--- src/rtl/wb_arbiter.sv ---
// Writeback arbiter for the RV32 register file: per-source result FIFOs for ALU and LSU,
// alternating-priority arbitration, a registered writeback packet and a pending-write busy mask.

package rv32_wb_pkg;
    typedef struct packed {
        logic        wb_en;
        logic [4:0]  wb_sel;
        logic [31:0] wb_data;
    } rv32_writeback_packet_t;
endpackage

module wb_arbiter
    import rv32_wb_pkg::*;
#(
    parameter int DEPTH = 4
) (
    input  logic                       clk,
    input  logic                       reset,
    input  logic                       alu_valid,
    output logic                       alu_ready,
    input  logic [4:0]                 alu_rd,
    input  logic [31:0]                alu_data,
    input  logic                       lsu_valid,
    output logic                       lsu_ready,
    input  logic [4:0]                 lsu_rd,
    input  logic [31:0]                lsu_data,
    output rv32_writeback_packet_t     writeback_packet,
    output logic [$clog2(DEPTH):0]     alu_count,
    output logic [$clog2(DEPTH):0]     lsu_count,
    output logic [31:0]                busy_mask
);

    localparam int AW = $clog2(DEPTH);
    localparam int CW = AW + 1;
    localparam logic [CW-1:0] FULL = CW'(DEPTH);

    // Handshake: a result transfers on a rising edge where valid && ready. ready depends only on
    // registered occupancy (never on valid or on a same-cycle pop), so a full FIFO stays closed
    // in the cycle it drains. Producers hold rd/data stable while valid && !ready.

    logic [4:0]    alu_rd_q   [DEPTH];
    logic [31:0]   alu_data_q [DEPTH];
    logic [4:0]    lsu_rd_q   [DEPTH];
    logic [31:0]   lsu_data_q [DEPTH];

    logic [AW-1:0] alu_wptr;
    logic [AW-1:0] alu_rptr;
    logic [AW-1:0] lsu_wptr;
    logic [AW-1:0] lsu_rptr;
    logic          last_grant_lsu;

    logic          alu_push;
    logic          lsu_push;
    logic          alu_pop;
    logic          lsu_pop;
    logic          alu_nonempty;
    logic          lsu_nonempty;
    logic [31:0]   busy_next;

    function automatic logic entry_live(input int idx, input logic [AW-1:0] rptr,
                                        input logic [CW-1:0] count);
        logic [AW-1:0] off;
        off = AW'(idx) - rptr;
        return {1'b0, off} < count;
    endfunction

    assign alu_ready    = !reset && (alu_count < FULL);
    assign lsu_ready    = !reset && (lsu_count < FULL);

    // x0 results complete the handshake but are dropped here.
    assign alu_push     = alu_valid && alu_ready && (alu_rd != 5'd0);
    assign lsu_push     = lsu_valid && lsu_ready && (lsu_rd != 5'd0);

    assign alu_nonempty = (alu_count != '0);
    assign lsu_nonempty = (lsu_count != '0);

    always_comb begin
        alu_pop = 1'b0;
        lsu_pop = 1'b0;
        if (alu_nonempty && (!lsu_nonempty || last_grant_lsu)) begin
            alu_pop = 1'b1;
        end else if (lsu_nonempty) begin
            lsu_pop = 1'b1;
        end
    end

    // Entries present next cycle are all current FIFO entries (a popped head moves into the
    // output register) plus whatever is accepted this cycle; the current output retires.
    always_comb begin
        busy_next = '0;
        for (int i = 0; i < DEPTH; i++) begin
            if (entry_live(i, alu_rptr, alu_count)) begin
                busy_next[alu_rd_q[i]] = 1'b1;
            end
            if (entry_live(i, lsu_rptr, lsu_count)) begin
                busy_next[lsu_rd_q[i]] = 1'b1;
            end
        end
        if (alu_push) begin
            busy_next[alu_rd] = 1'b1;
        end
        if (lsu_push) begin
            busy_next[lsu_rd] = 1'b1;
        end
        busy_next[0] = 1'b0;
    end

    always_ff @(posedge clk) begin
        if (alu_push) begin
            alu_rd_q[alu_wptr]   <= alu_rd;
            alu_data_q[alu_wptr] <= alu_data;
        end
        if (lsu_push) begin
            lsu_rd_q[lsu_wptr]   <= lsu_rd;
            lsu_data_q[lsu_wptr] <= lsu_data;
        end
    end

    always_ff @(posedge clk) begin
        if (reset) begin
            alu_wptr         <= '0;
            alu_rptr         <= '0;
            alu_count        <= '0;
            lsu_wptr         <= '0;
            lsu_rptr         <= '0;
            lsu_count        <= '0;
            last_grant_lsu   <= 1'b1;
            writeback_packet <= '0;
            busy_mask        <= '0;
        end else begin
            if (alu_push) begin
                alu_wptr <= alu_wptr + 1'b1;
            end
            if (alu_pop) begin
                alu_rptr <= alu_rptr + 1'b1;
            end
            case ({alu_push, alu_pop})
                2'b10:   alu_count <= alu_count + 1'b1;
                2'b01:   alu_count <= alu_count - 1'b1;
                default: alu_count <= alu_count;
            endcase

            if (lsu_push) begin
                lsu_wptr <= lsu_wptr + 1'b1;
            end
            if (lsu_pop) begin
                lsu_rptr <= lsu_rptr + 1'b1;
            end
            case ({lsu_push, lsu_pop})
                2'b10:   lsu_count <= lsu_count + 1'b1;
                2'b01:   lsu_count <= lsu_count - 1'b1;
                default: lsu_count <= lsu_count;
            endcase

            if (alu_pop) begin
                last_grant_lsu   <= 1'b0;
                writeback_packet <= '{wb_en: 1'b1, wb_sel: alu_rd_q[alu_rptr],
                                      wb_data: alu_data_q[alu_rptr]};
            end else if (lsu_pop) begin
                last_grant_lsu   <= 1'b1;
                writeback_packet <= '{wb_en: 1'b1, wb_sel: lsu_rd_q[lsu_rptr],
                                      wb_data: lsu_data_q[lsu_rptr]};
            end else begin
                writeback_packet <= '0;
            end

            busy_mask <= busy_next;
        end
    end

endmodule

--- config.mk ---
export PLATFORM = sky130hd
export DESIGN_NAME = wb_arbiter
export DESIGN_NICKNAME = d
export VERILOG_FILES = /design/src/rtl/wb_arbiter.sv
export SDC_FILE = /design/constraint.sdc
export NUM_CORES = 1
export LEC_CHECK = 0
export CELL_PAD_IN_SITES_DETAIL_PLACEMENT = 1
export CELL_PAD_IN_SITES_GLOBAL_PLACEMENT = 1
export CORE_MARGIN = 3
export CORE_UTILIZATION = 48
export CTS_CLUSTER_SIZE = 40
export DETAILED_ROUTE_END_ITERATION = 7
export PLACE_DENSITY = 0.81
export SLEW_MARGIN = 15
export SYNTH_ARGS = -nofsm -noshare
export SYNTH_HDL_FRONTEND = slang
export SYNTH_SLANG_ARGS = --single-unit
--- constraint.sdc ---
create_clock -name clk -period 2.9 [get_ports clk]
set_input_delay 0.29 -clock clk [delete_from_list [all_inputs] [get_ports clk]]
set_output_delay 0.29 -clock clk [all_outputs]
set_load 0.01 [all_outputs]
==> results_dict.tcl <==
set metrics [dict create \
    sequentialPowerShare_pct 39.4 \
    cts_htree_levels 2 \
    cts_root_buffer "sky130_fd_sc_hd__clkbuf_16" \
    number_of_antenna_violations_at_the_first_check_in_global_routing 5 \
    final_common_cell "sky130_fd_sc_hd__edfxtp_1" \
    critical_path.startpoint_type "flip-flop" \
    setup_viol 0 \
    cp_slowest_cell "sky130_fd_sc_hd__or3_1" \
    cp_data_required_time_ns 3.39 \
    detailed_router_iteration_count_before_antenna_repair 5 \
    detailed_place_hpwl_mm 42.0 \
    share_of_final_layout_standard_cells_stronger_than_drive_strength_1_pct 17.7 \
    synth_area_sq_um 17000 \
    min_period_over_period_pct 92.0 \
    vias_in_the_first_global_route 13200 \
    clk_latency_ns 0.57 \
    reg2reg_slack_ns 0.23 \
    clock_skew_ns 0.0382 \
    floorplan.rows 68 \
    worst_path_largest_cell_delay_ns 0.42 \
    timing.setup.tns_ns 0 \
    die_width_microns 194 \
    post_synthesis_net_count 1314 \
    switchingPower_mw 6.05 \
    max_slew_margin_pct 27.4 \
    tightestPinTransition_ns 1.09 \
    power_density_nw_per_um2 856 \
    path_cells "or3_1 -> a21o_1 -> inv_2 -> ha_1 -> inv_1 -> fa_1 -> xor2_1 -> or3_1 -> a21oi_1" \
    cts_resized 0 \
    fin_crit_ns 2.67 \
    routed_wire_length_per_instance_microns 33.5 \
    cp_data_arrival_time_ns 3.16 \
    postSynthCellCount 1216 \
    cts_hold_buf 0 \
    insertedDiodeCount 0 \
    timing.critical_path.mode_cell "sky130_fd_sc_hd__or3_1" \
    routed_wirelength_mm 63.4 \
    pin_count_of_the_biggest_net_entering_global_routing 60 \
    layoutNonFillerInstCount 1893 \
    clock-sinks 384 \
    grt.total_usage_pct 33.0 \
    start_util_pct 48.9 \
    number_of_enable_flip_flop_cells_after_synthesis 296 \
    n_fill_cell 3338 \
    hold_class "in -> reg" \
    area_growth_syn_to_layout_pct 21.2 \
    first_iter_violations 1554 \
    globalplace.congestion 1.02 \
    post_cts_buffers 0 \
    post_synth_num_cell_types 76 \
    portBuffers 154 \
    outcome "finished clean" \
    dpl.cell_count 1817 \
    regToRegStartpoint "lsu_count[2]" \
    slew_viol_final 0 \
    core_region_area_sq_um 34700 \
    syn_avg_cell_area_sq_um 14.0 \
    global_route.overflow_total 0 \
    drt_drc_violations_left 0 \
    worstHoldPathCells 3 \
    worstHoldStart "reset" \
    crit-reg2reg-capture "alu_count[2]" \
    holdPathEnd "lsu_count[1]" \
    synth-seq-cells 384 \
    post_synthesis_sequential_area_ratio_pct 62.7 \
    cts_max_path_buffers 3 \
    route.detailed.vias_per_inst 6.61 \
    most_frequent_cells_in_the_layout "296 x sky130_fd_sc_hd__edfxtp_1, 153 x sky130_fd_sc_hd__clkdlybuf4s50_1, 95 x sky130_fd_sc_hd__nor2_1" \
    vdd_ir_drop_max_v 0.000621 \
    layout.nets 1503 \
    worst-setup-path-type "reg -> reg" \
    hold_viol_final 0 \
    drtAntennaViolNets 0 \
    die_h_microns 194 \
    worst-r2r-cell-count 9 \
    rsz_0062_raised_after_global_routing "false" \
    tritoncts "built" \
    power_switching_share_pct 34.3 \
    worstPathMaxFanout 6 \
    async_reset_ff_share_pct 0 \
    drv_cap 0 \
    die-area_sq_um 37700 \
    power_leakage_nw 6.51 \
    timing.critical_path.to_type "flip-flop" \
    grt_pass1_wl_mm 91.8 \
    clkSlewWorstSetupHoldPaths_ns 0.06 \
    power.share.clock_pct 28.7 \
    cts_inserted_buffers 41 \
    p_int_mw 11.6 \
    comb_power_share_pct 31.9 \
    ioPinCount 156 \
    count_of_synthesis_stage_warnings_from_yosys 0 \
    achievable-frequency_mhz 375 \
    total_vias_in_the_final_route 12500 \
    synthFlopType "sky130_fd_sc_hd__edfxtp_1" \
]
==> synthesized netlist by cell type, types with 4 or more instances <==
cell type | n | share of area, %
sky130_fd_sc_hd__nor2b_1 | 6 | 0.22
sky130_fd_sc_hd__a2111oi_2 | 5 | 0.44
sky130_fd_sc_hd__edfxtp_1 | 296 | 52
sky130_fd_sc_hd__nor4_1 | 12 | 0.44
sky130_fd_sc_hd__a22oi_1 | 10 | 0.44
sky130_fd_sc_hd__nor3_1 | 41 | 1.2
sky130_fd_sc_hd__nor2_2 | 4 | 0.15
sky130_fd_sc_hd__nand3_1 | 50 | 1.5
sky130_fd_sc_hd__buf_4 | 6 | 0.27
sky130_fd_sc_hd__a41oi_1 | 6 | 0.31
sky130_fd_sc_hd__or3_1 | 9 | 0.33
sky130_fd_sc_hd__buf_2 | 16 | 0.47
sky130_fd_sc_hd__buf_6 | 6 | 0.40
sky130_fd_sc_hd__mux4_2 | 74 | 9.8
sky130_fd_sc_hd__ha_1 | 18 | 1.3
sky130_fd_sc_hd__or3b_2 | 4 | 0.21
sky130_fd_sc_hd__a221oi_1 | 21 | 1.1
sky130_fd_sc_hd__o32ai_1 | 6 | 0.31
sky130_fd_sc_hd__nand3b_1 | 18 | 0.80
sky130_fd_sc_hd__inv_1 | 31 | 0.69
sky130_fd_sc_hd__and2_1 | 14 | 0.52
sky130_fd_sc_hd__dfxtp_1 | 88 | 10
sky130_fd_sc_hd__o22ai_1 | 44 | 1.6
sky130_fd_sc_hd__nand2b_1 | 17 | 0.63
sky130_fd_sc_hd__a21oi_1 | 68 | 2.0
sky130_fd_sc_hd__xnor2_1 | 8 | 0.41
sky130_fd_sc_hd__xor2_1 | 4 | 0.21
sky130_fd_sc_hd__o2111ai_1 | 4 | 0.21
sky130_fd_sc_hd__o211ai_4 | 4 | 0.50
sky130_fd_sc_hd__nor3b_1 | 8 | 0.35
sky130_fd_sc_hd__nor2_1 | 95 | 2.1
sky130_fd_sc_hd__nor3_2 | 5 | 0.29
sky130_fd_sc_hd__nand2_1 | 72 | 1.6
sky130_fd_sc_hd__a211oi_1 | 15 | 0.66
sky130_fd_sc_hd__o2111ai_2 | 6 | 0.53
sky130_fd_sc_hd__a31oi_1 | 27 | 0.99
sky130_fd_sc_hd__clkbuf_1 | 37 | 0.82
sky130_fd_sc_hd__and3b_1 | 6 | 0.31
==> worst max-delay path, delay by kind of cell (launching register included) <==
family	cells	cell delay, ns
AND/OR/NAND/NOR	2	0.77
buffers and inverters	2	0.23
XOR/XNOR	1	0.21
flip-flops	1	0.36
AO/OA/AOI/OAI	2	0.37
adder cells (fa/ha/maj)	2	0.68
==> worst max-delay path by stage <==
stage | start | to | slack (ns) | cells past startpoint
final | lsu_count[2] | alu_count[2] | 0.23 | 9
after global routing | alu_count[1] | busy_mask[15] | 0.14 | 8
after CTS | lsu_count[2] | alu_count[2] | 0.24 | 9
after detailed placement | lsu_rd[2] | lsu_count[2] | 0.03 | 10
after global placement | lsu_rd[2] | lsu_count[2] | 0.05 | 10
after floorplan | lsu_count[0] | alu_count[2] | 0.45 | 10
==> registers in the layout, summed over array words and instances, names as in the netlist, named ones only <==
signal	cells
alu_count	3
alu_data_q	128
alu_rd_q	20
alu_rptr	2
alu_wptr	2
busy_mask	31
last_grant_lsu	1
lsu_count	3
lsu_data_q	128
lsu_rd_q	20
lsu_rptr	2
lsu_wptr	2
writeback_packet	38
==> final cells by class <==
| class | instances | area (sq um) | area share [%] |
|---|---|---|---|
| flip-flops and latches | 384 | 10700 | 51.8 |
| multi-input cells | 732 | 5870 | 28.5 |
| repair buffers | 214 | 2090 | 10.2 |
| clock buffers | 52 | 1090 | 5.29 |
| well taps | 455 | 569 | 2.77 |
| clock inverters | 24 | 178 | 0.864 |
| inverters | 32 | 120 | 0.584 |
==> cells by family (layout without fill, tap and decap cells) <==
family,Yosys count,count (layout),synth area share [%]
flip-flops,384,384,62.7
other,1,1,0.0221
AO/OA/AOI/OAI,239,239,10.5
multiplexers,75,75,9.88
buffers and inverters,100,322,2.74
AND/OR/NAND/NOR,385,385,12.0
adder cells (fa/ha/maj),20,20,1.56
XOR/XNOR,12,12,0.619
==> power by group through the flow <==
stage | clock network (mW) | registers (mW) | logic (mW)
5_1_grt | 5.32 | 6.97 | 5.88
4_1_cts | 5.11 | 6.94 | 5.60
6_report | 5.06 | 6.93 | 5.62
3_5_place_dp | 0 | 7.00 | 5.42
2_1_floorplan | 0 | 7.02 | 2.91
3_3_place_gp | 0 | 6.96 | 5.26
==> through the flow <==
| step | instance area [sq um] | setup WS [ns] | util, % | hold WS, ns | total power [mW] |
|---|---|---|---|---|---|
| 2_1_floorplan | 17000 | 0.452 | - | 0.389 | 9.93 |
| 3_3_place_gp | 19300 | 0.0541 | 55.6 | 0.464 | 12.2 |
| 3_5_place_dp | 19300 | 0.0337 | 55.6 | 0.484 | 12.4 |
| 4_1_cts | 20600 | 0.236 | 59.3 | 0.332 | 17.6 |
| 5_1_grt | 20600 | 0.141 | 59.3 | 0.365 | 18.2 |
| 6_report | 20600 | 0.231 | 59.3 | 0.353 | 17.6 |
==> per-layer routing <==
layer | vias to the layer above | track usage [%] | wire [microns] | part of all wire [%]
met5 | - | 0 | 53 | 0.084
met4 | 8 | 17.1 | 3800 | 6.0
met3 | 213 | 6.48 | 5020 | 7.9
met2 | 762 | 56.0 | 31400 | 50
met1 | 6346 | 40.4 | 23100 | 36
li1 | 5180 | - | - | -
Note: power is estimated with default switching activity, not from simulation.
